File: src/rtl/pixel_sensor_controller_pkg.sv
// Shared configuration defaults and FSM state encoding for the pixel sensor frame sequencer.
package pixel_sensor_controller_pkg;

    localparam int DEF_PIXEL_BITS         = 8;
    localparam int DEF_PIXEL_ARRAY_HEIGHT = 2;
    localparam int DEF_ERASE_CYCLES       = 5;
    localparam int DEF_CNT_BITS           = 16;

    typedef enum logic [2:0] {
        ST_IDLE    = 3'd0,
        ST_ERASE   = 3'd1,
        ST_EXPOSE  = 3'd2,
        ST_CONVERT = 3'd3,
        ST_READ    = 3'd4,
        ST_DONE    = 3'd5
    } pixel_ctrl_state_t;

    // Row index width; a single-row array still gets a 1-bit index.
    function automatic int row_bits(input int height);
        return (height > 1) ? $clog2(height) : 1;
    endfunction

endpackage

File: src/rtl/pixel_sensor_controller_if.sv
// Row readout bundle between the frame sequencer and the downstream readout.
interface pixel_sensor_controller_if
    import pixel_sensor_controller_pkg::*;
#(
    parameter int HEIGHT   = DEF_PIXEL_ARRAY_HEIGHT,
    parameter int ROW_BITS = row_bits(HEIGHT)
) ();

    // Handshake: the row on read_row/row_index is transferred on any cycle where
    // row_valid && row_ready; row_valid, read_row and row_index hold while row_ready is low,
    // and row_ready is ignored while row_valid is low.
    logic [HEIGHT-1:0]   read_row;
    logic                row_valid;
    logic                row_ready;
    logic [ROW_BITS-1:0] row_index;

    modport master (
        output read_row,
        output row_valid,
        output row_index,
        input  row_ready
    );

    modport slave (
        input  read_row,
        input  row_valid,
        input  row_index,
        output row_ready
    );

endinterface

File: src/rtl/pixel_sensor_controller_row_seq.sv
// READ-phase row walker: one-hot row select, one settle cycle, then valid/ready per row.
module pixel_row_sequencer
    import pixel_sensor_controller_pkg::*;
#(
    parameter int HEIGHT   = DEF_PIXEL_ARRAY_HEIGHT,
    parameter int ROW_BITS = row_bits(HEIGHT)
) (
    input  logic                clk,
    input  logic                reset_n,
    input  logic                begin_read,
    input  logic                row_ready,
    output logic [HEIGHT-1:0]   read_row,
    output logic                row_valid,
    output logic [ROW_BITS-1:0] row_index,
    output logic                last_row_done
);

    localparam logic [ROW_BITS-1:0] LAST_ROW = ROW_BITS'(HEIGHT - 1);

    logic [HEIGHT-1:0]   read_row_q, read_row_d;
    logic                row_valid_q, row_valid_d;
    logic [ROW_BITS-1:0] row_index_q, row_index_d;
    logic                handshake;

    always_comb begin
        read_row_d    = read_row_q;
        row_valid_d   = row_valid_q;
        row_index_d   = row_index_q;
        last_row_done = 1'b0;
        handshake     = row_valid_q & row_ready;
        if (begin_read) begin
            read_row_d  = HEIGHT'(1);
            row_valid_d = 1'b0;
            row_index_d = '0;
        end else if (handshake) begin
            row_valid_d = 1'b0;
            if (row_index_q == LAST_ROW) begin
                read_row_d    = '0;
                row_index_d   = '0;
                last_row_done = 1'b1;
            end else begin
                row_index_d = row_index_q + ROW_BITS'(1);
                read_row_d  = HEIGHT'(1) << row_index_d;
            end
        end else if (|read_row_q) begin
            // The row's tristate DATA bus needs one cycle to settle after READ moves.
            row_valid_d = 1'b1;
        end
    end

    always_ff @(posedge clk or negedge reset_n) begin
        if (!reset_n) begin
            read_row_q  <= '0;
            row_valid_q <= 1'b0;
            row_index_q <= '0;
        end else begin
            read_row_q  <= read_row_d;
            row_valid_q <= row_valid_d;
            row_index_q <= row_index_d;
        end
    end

    assign read_row  = read_row_q;
    assign row_valid = row_valid_q;
    assign row_index = row_index_q;

endmodule

File: src/rtl/pixel_sensor_controller.sv
// Frame sequencer: drives ERASE/EXPOSE/ramp lines for a frame, then hands rows to the readout.
module pixel_sensor_controller
    import pixel_sensor_controller_pkg::*;
#(
    parameter int PIXEL_BITS         = DEF_PIXEL_BITS,
    parameter int PIXEL_ARRAY_HEIGHT = DEF_PIXEL_ARRAY_HEIGHT,
    parameter int ERASE_CYCLES       = DEF_ERASE_CYCLES,
    parameter int CNT_BITS           = DEF_CNT_BITS
) (
    input  logic                      clk,
    input  logic                      reset_n,
    input  logic                      start,
    input  logic [CNT_BITS-1:0]       expose_cycles,
    output logic                      erase,
    output logic                      expose,
    output logic                      analog_ramp,
    output logic [PIXEL_BITS-1:0]     digital_ramp,
    output logic                      busy,
    output logic                      frame_done,
    output pixel_ctrl_state_t         state_dbg,
    pixel_sensor_controller_if.master row_if
);

    localparam logic [PIXEL_BITS-1:0] RAMP_MAX   = '1;
    localparam logic [CNT_BITS-1:0]   ERASE_LAST = CNT_BITS'(ERASE_CYCLES - 1);

    pixel_ctrl_state_t     state_q, state_d;
    logic [CNT_BITS-1:0]   timer_q, timer_d;
    logic [CNT_BITS-1:0]   expose_len_q, expose_len_d;
    logic [PIXEL_BITS-1:0] ramp_q, ramp_d;
    logic                  erase_q, erase_d;
    logic                  expose_q, expose_d;
    logic                  analog_ramp_q, analog_ramp_d;
    logic                  busy_q, busy_d;
    logic                  frame_done_q, frame_done_d;
    logic                  begin_read;
    logic                  last_row_done;

    always_comb begin
        state_d      = state_q;
        timer_d      = timer_q;
        expose_len_d = expose_len_q;
        ramp_d       = '0;
        begin_read   = 1'b0;
        unique case (state_q)
            ST_IDLE: begin
                if (start) begin
                    // A zero exposure request still exposes for one cycle.
                    expose_len_d = (expose_cycles == '0) ? CNT_BITS'(1) : expose_cycles;
                    timer_d      = '0;
                    state_d      = ST_ERASE;
                end
            end
            ST_ERASE: begin
                if (timer_q == ERASE_LAST) begin
                    timer_d = '0;
                    state_d = ST_EXPOSE;
                end else begin
                    timer_d = timer_q + CNT_BITS'(1);
                end
            end
            ST_EXPOSE: begin
                if (timer_q == expose_len_q - CNT_BITS'(1)) begin
                    timer_d = '0;
                    state_d = ST_CONVERT;
                end else begin
                    timer_d = timer_q + CNT_BITS'(1);
                end
            end
            ST_CONVERT: begin
                if (ramp_q == RAMP_MAX) begin
                    state_d    = ST_READ;
                    begin_read = 1'b1;
                end else begin
                    ramp_d = ramp_q + PIXEL_BITS'(1);
                end
            end
            ST_READ: begin
                if (last_row_done) begin
                    state_d = ST_DONE;
                end
            end
            ST_DONE: begin
                state_d = ST_IDLE;
            end
            default: begin
                state_d = ST_IDLE;
            end
        endcase

        // Line outputs are registered from the next state so they align with state_q.
        erase_d       = (state_d == ST_ERASE);
        expose_d      = (state_d == ST_EXPOSE);
        analog_ramp_d = (state_d == ST_CONVERT);
        busy_d        = (state_d != ST_IDLE);
        frame_done_d  = (state_d == ST_DONE);
    end

    always_ff @(posedge clk or negedge reset_n) begin
        if (!reset_n) begin
            state_q       <= ST_IDLE;
            timer_q       <= '0;
            expose_len_q  <= '0;
            ramp_q        <= '0;
            erase_q       <= 1'b0;
            expose_q      <= 1'b0;
            analog_ramp_q <= 1'b0;
            busy_q        <= 1'b0;
            frame_done_q  <= 1'b0;
        end else begin
            state_q       <= state_d;
            timer_q       <= timer_d;
            expose_len_q  <= expose_len_d;
            ramp_q        <= ramp_d;
            erase_q       <= erase_d;
            expose_q      <= expose_d;
            analog_ramp_q <= analog_ramp_d;
            busy_q        <= busy_d;
            frame_done_q  <= frame_done_d;
        end
    end

    pixel_row_sequencer #(
        .HEIGHT   (PIXEL_ARRAY_HEIGHT),
        .ROW_BITS (row_bits(PIXEL_ARRAY_HEIGHT))
    ) u_row_seq (
        .clk           (clk),
        .reset_n       (reset_n),
        .begin_read    (begin_read),
        .row_ready     (row_if.row_ready),
        .read_row      (row_if.read_row),
        .row_valid     (row_if.row_valid),
        .row_index     (row_if.row_index),
        .last_row_done (last_row_done)
    );

    assign erase        = erase_q;
    assign expose       = expose_q;
    assign analog_ramp  = analog_ramp_q;
    assign digital_ramp = ramp_q;
    assign busy         = busy_q;
    assign frame_done   = frame_done_q;
    assign state_dbg    = state_q;

endmodule

File: src/flat_wrapper.sv
// flat-port wrapper written by rule: the top's interface ports become plain ports
module pixel_sensor_controller_flat import pixel_sensor_controller_pkg::*;
#(
    parameter int PIXEL_BITS         = DEF_PIXEL_BITS,
    parameter int PIXEL_ARRAY_HEIGHT = DEF_PIXEL_ARRAY_HEIGHT,
    parameter int ERASE_CYCLES       = DEF_ERASE_CYCLES,
    parameter int CNT_BITS           = DEF_CNT_BITS
)
  (clk, reset_n, start, expose_cycles, erase, expose, analog_ramp, digital_ramp, busy, frame_done, state_dbg, row_if_read_row, row_if_row_valid, row_if_row_index, row_if_row_ready);
  pixel_sensor_controller_if #(.HEIGHT((DEF_PIXEL_ARRAY_HEIGHT)), .ROW_BITS((row_bits((DEF_PIXEL_ARRAY_HEIGHT))))) row_if_i ();
  input  logic clk;
  input  logic reset_n;
  input  logic start;
  input  logic [CNT_BITS-1:0] expose_cycles;
  output logic erase;
  output logic expose;
  output logic analog_ramp;
  output logic [PIXEL_BITS-1:0] digital_ramp;
  output logic busy;
  output logic frame_done;
  output pixel_ctrl_state_t state_dbg;
  output wire logic [$bits(row_if_i.read_row)-1:0] row_if_read_row;
  output wire logic [$bits(row_if_i.row_valid)-1:0] row_if_row_valid;
  output wire logic [$bits(row_if_i.row_index)-1:0] row_if_row_index;
  input wire logic [$bits(row_if_i.row_ready)-1:0] row_if_row_ready;
  assign row_if_read_row = row_if_i.read_row;
  assign row_if_row_valid = row_if_i.row_valid;
  assign row_if_row_index = row_if_i.row_index;
  assign row_if_i.row_ready = row_if_row_ready;
  pixel_sensor_controller #(.PIXEL_BITS(PIXEL_BITS), .PIXEL_ARRAY_HEIGHT(PIXEL_ARRAY_HEIGHT), .ERASE_CYCLES(ERASE_CYCLES), .CNT_BITS(CNT_BITS)) u_core (.clk(clk), .reset_n(reset_n), .start(start), .expose_cycles(expose_cycles), .erase(erase), .expose(expose), .analog_ramp(analog_ramp), .digital_ramp(digital_ramp), .busy(busy), .frame_done(frame_done), .state_dbg(state_dbg), .row_if(row_if_i));
endmodule
File: config.mk
export PLATFORM = sky130hd
export DESIGN_NAME = pixel_sensor_controller_flat
export DESIGN_NICKNAME = d
export VERILOG_FILES = /design/src/rtl/pixel_sensor_controller_pkg.sv /design/src/rtl/pixel_sensor_controller_if.sv /design/src/rtl/pixel_sensor_controller_row_seq.sv /design/src/rtl/pixel_sensor_controller.sv /design/src/flat_wrapper.sv
export SDC_FILE = /design/constraint.sdc
export NUM_CORES = 1
export LEC_CHECK = 0
export ABC_AREA = 0
export BUFFER_PORTS_ARGS = -buffer_cell sky130_fd_sc_hd__buf_2
export CORE_ASPECT_RATIO = 1.75
export CORE_MARGIN = 5
export CORE_UTILIZATION = 50
export DETAILED_ROUTE_END_ITERATION = 12
export PLACE_DENSITY = 0.68
export SYNTH_ARGS = -nofsm -noshare
export SYNTH_HDL_FRONTEND = slang
export SYNTH_SLANG_ARGS = --single-unit
File: constraint.sdc
create_clock -name clk -period 4.05 [get_ports clk]
set_input_delay 0 -clock clk [delete_from_list [all_inputs] [get_ports clk]]
set_output_delay 0 -clock clk [all_outputs]
set_load 0.01 [all_outputs]
==> qor.csv <==
stage;metric;value;unit
outcome;status;finished, final reports clean;
global_route;routing usage on met3;2.800;%
global_route;M2 GR Usage;38.98;%
floorplan;Die H;114.7;microns
floorplan;core area;0.006133;sq mm
detailed_routing;via/cell ratio;5.802;
worst_setup_path;CP Class;reg2reg;
global_route;largest net degree at the start of global routing;52;
sta;clk_skew;0.01070;ns
clocking;H-tree depth;2;
logic_synthesis;post-synthesis compound-gate area fraction;15.73;%
sta;Setup WS post-layout;0.6950;ns
clocking;TritonCTS Sinks;51;
final_layout;Layout fillers;548;
detailed_routing;drt wl/cell;16.39;microns
floorplan;Row Count;38;
place;HPWL after DPL;5697;microns
logic_synthesis;largest cells by area after synthesis;dfrtp_1 41%, mux2_2 5.0%, nor2_1 4.3%;
logic_synthesis;area share of fa/ha/maj cells after synthesis;1.597;%
final_layout;# diodes;0;
final_layout;area of the multi-input gates;0.001713;sq mm
pwr;pwr/cell area;634.8;mW/mm^2
worst_setup_path;Crit path required time;4.22;ns
sta;post-layout min period;3.355;ns
detailed_routing;Residual DRC;0;
clocking;Root Driver;clkbuf_8;
global_route;first-pass GRT wire length;13140;microns
floorplan;I/O pin count;40;
min_path;Min-Delay Path Class;in2reg;
sta;Final Cycle Share;82.84;%
logic_synthesis;YS warnings;0;
sta;Setup-failing EPs final;0;
logic_synthesis;commonest cells in the synthesized netlist;51 x dfrtp_1, 36 x nor2_1, 28 x nand2_1, 18 x a21oi_1, 18 x inv_1;
pwr;Max VDD drop;0.0004839;V
detailed_routing;Starting DRT DRC Count;121;
logic_synthesis;syn nets;372;
job;Max-cap violations;0;
logic_synthesis;main flop type after synthesis;dfrtp_1;
final_layout;final net count;418;
place;GP Congestion;0.8446;
logic_synthesis;area leader, netlist;dfrtp_1;
worst_setup_path;Worst Setup Start Kind;register;
place;worst slack, placed;0.6697;ns
detailed_routing;first drt pass iteration count;4;
final_layout;layout cells sized above 1;19.75;%
sta;Slew HR;39.31;%
clocking;Post CTS Setup Buffer Count;0;
final_layout;Layout area overhead;16.53;%
logic_synthesis;largest family of logic cells by synthesized area;simple AND/OR/NAND/NOR gates;
worst_setup_path;critical path fanouts, max;16;
logic_synthesis;EDFF count, synth;0;
logic_synthesis;share of synthesized registers carrying an async set or reset;100.0;%
clocking;Clock Latency Late Sink;0.31;ns
logic_synthesis;multiplexer share of the synthesized area;5.349;%
logic_synthesis;share of Yosys cell area claimed by the top area cell type;40.72;%
place;I/O Buffers;39;
global_route;grt met1 use;22.22;%
global_route;initial antenna violation count;0;
sta;endpoints failing hold;0;
logic_synthesis;sequential cell area fraction in the yosys report;40.72;%
floorplan;DIE WIDTH;69.85;microns
logic_synthesis;Synth Register Bits;51;
detailed_routing;vias;2756;
floorplan;Starting Density;51.10;%
sta;RSZ-0062 raised after global routing;no;
logic_synthesis;synthesized-area fraction occupied by xor and xnor cells;7.545;%
detailed_routing;antenna-violating nets left;0;
worst_setup_path;crit path DAT;3.53;ns
worst_setup_path;CP endpoint kind;register;
logic_synthesis;Gate Count Post-Synth;348;
logic_synthesis;Post-Syn Area;0.003134;sq mm
detailed_routing;total wire length;7783;microns
clocking;CTS tree;built;
floorplan;Die Area;0.008014;sq mm
clocking;Clock transition at path regs;0.09;ns
global_route;vias in the first global route;2741;
clocking;clock buffer count from CTS;5;
logic_synthesis;mean post-synth cell area;9.006;sq um
logic_synthesis;most numerous cell in the Yosys netlist;dfrtp_1;
sta;slew at the pin closest to its max-slew limit;0.9026;ns
clocking;Max clock buf depth;2;
pwr;leakage;1.506;nW
global_route;layer with the highest usage;met2;
global_route;Tot GR Track Use;20.42;%
sta;Slew Viols, Final;0;
logic_synthesis;Post-Synth Simple-Gate Area;24.23;%
final_layout;sequential cell area;0.001276;sq mm
sta;Setup TNS;0;ns
logic_synthesis;post-synth cell types;57;
global_route;GRT overflow;0;
sta;Achievable Freq;0.2981;GHz
## through the flow
step                      instance area [sq um]  utilization (%)  total power [mW]  hold slack (ns)  cells
final                                      3652            59.55             2.318          0.01051    475
after global routing                       3652            59.55             2.511          0.01643    475
after CTS                                  3652            59.55             2.338          0.01954    475
after detailed placement                   3374            55.02             1.950           0.1634    451
after global placement                     3374            55.02             1.925           0.1612    451
after floorplan                            3134                -             1.676          -0.2956    348
## layout make-up
type,instances,area share [%]
Tap cell,80,2.741
Sequential cell,51,34.94
Timing Repair Buffer,58,10.35
Clock inverter,2,0.9592
Multi-Input combinational cell,260,46.90
Inverter,18,1.850
Clock buffer,6,2.261
## registers in the layout, summed over array words and instances, names as in the netlist, 3 cells and up
name,count
u_core.timer_q,16
u_core.digital_ramp,8
u_core.state_dbg,3
u_core.expose_len_q,16
## what timing repair did
item                      in CTS  in global routing
hold endpoints to repair      66                  0
hold buffers                  16                  0
resized for setup              0                  0
## kinds of logic after synthesis
| group | after synthesis |
|---|---|
| AND/OR/NAND/NOR | 142 |
| AO/OA/AOI/OAI | 72 |
| flip-flops | 51 |
| buffers and inverters | 37 |
| XOR/XNOR | 27 |
| multiplexers | 15 |
| adder cells (fa/ha/maj) | 4 |
## path summary, 6_finish.rpt
kind	cells after the start	startpoint	endpoint	slack, ns
min	3	expose_cycles[0]	u_core.expose_len_q[0]	0.01
min in group asynchronous	3	reset_n	u_core.expose_len_q[2]	0.33
max in group asynchronous	3	reset_n	u_core.timer_q[15]	3.26
min reg2reg	1	u_core.digital_ramp[0]	u_core.digital_ramp[0]	0.53
max	7	u_core.expose_len_q[8]	u_core.timer_q[4]	0.69
max reg2reg	7	u_core.expose_len_q[8]	u_core.timer_q[4]	0.69
## worst max-delay path, cell delays in order (launching register included)
cell,delay [ns]
dfrtp_1,0.45
or4_4,0.58
or3_1,0.37
or4b_1,0.54
a22oi_2,0.25
nand4_4,0.29
a31oi_4,0.56
o211ai_1,0.18
## cell usage in the layout (no fill, tap or decap), types with 3 or more instances in the layout
| cell | count |
|---|---|
| a21oi_1 | 18 |
| and2_1 | 4 |
| and3_1 | 5 |
| buf_2 | 39 |
| buf_4 | 3 |
| clkbuf_8 | 6 |
| dfrtp_1 | 51 |
| dlygate4sd3_1 | 16 |
| ha_1 | 4 |
| inv_1 | 18 |
| mux2_2 | 14 |
| nand2_1 | 28 |
| nand3_1 | 10 |
| nand3b_1 | 3 |
| nand4_1 | 3 |
| nor2_1 | 36 |
| nor3_1 | 12 |
| nor4_1 | 11 |
| nor4b_1 | 4 |
| o211ai_1 | 4 |
| o21ai_0 | 7 |
| o22ai_1 | 14 |
| o31ai_1 | 8 |
| or2_2 | 4 |
| or3_1 | 7 |
| xnor2_1 | 15 |
| xor2_1 | 12 |
## power breakdown
part           switching (mW)  total (mW)  internal, mW
Clock                   0.175       0.375         0.200
Sequential              0.211       0.867         0.655
Combinational           0.588        1.08         0.489
Total                   0.974        2.32          1.34
## routing by layer
| metal | vias up | part of all wire (%) | wire [microns] |
|---|---|---|---|
| li1 | 1349 | - | - |
| met1 | 1323 | 39 | 3007 |
| met2 | 70 | 55 | 4260 |
| met3 | 14 | 3.4 | 268 |
| met4 | 0 | 3.2 | 247 |
| met5 | - | 0 | 0 |
Note: power is estimated with default switching activity, not from simulation.
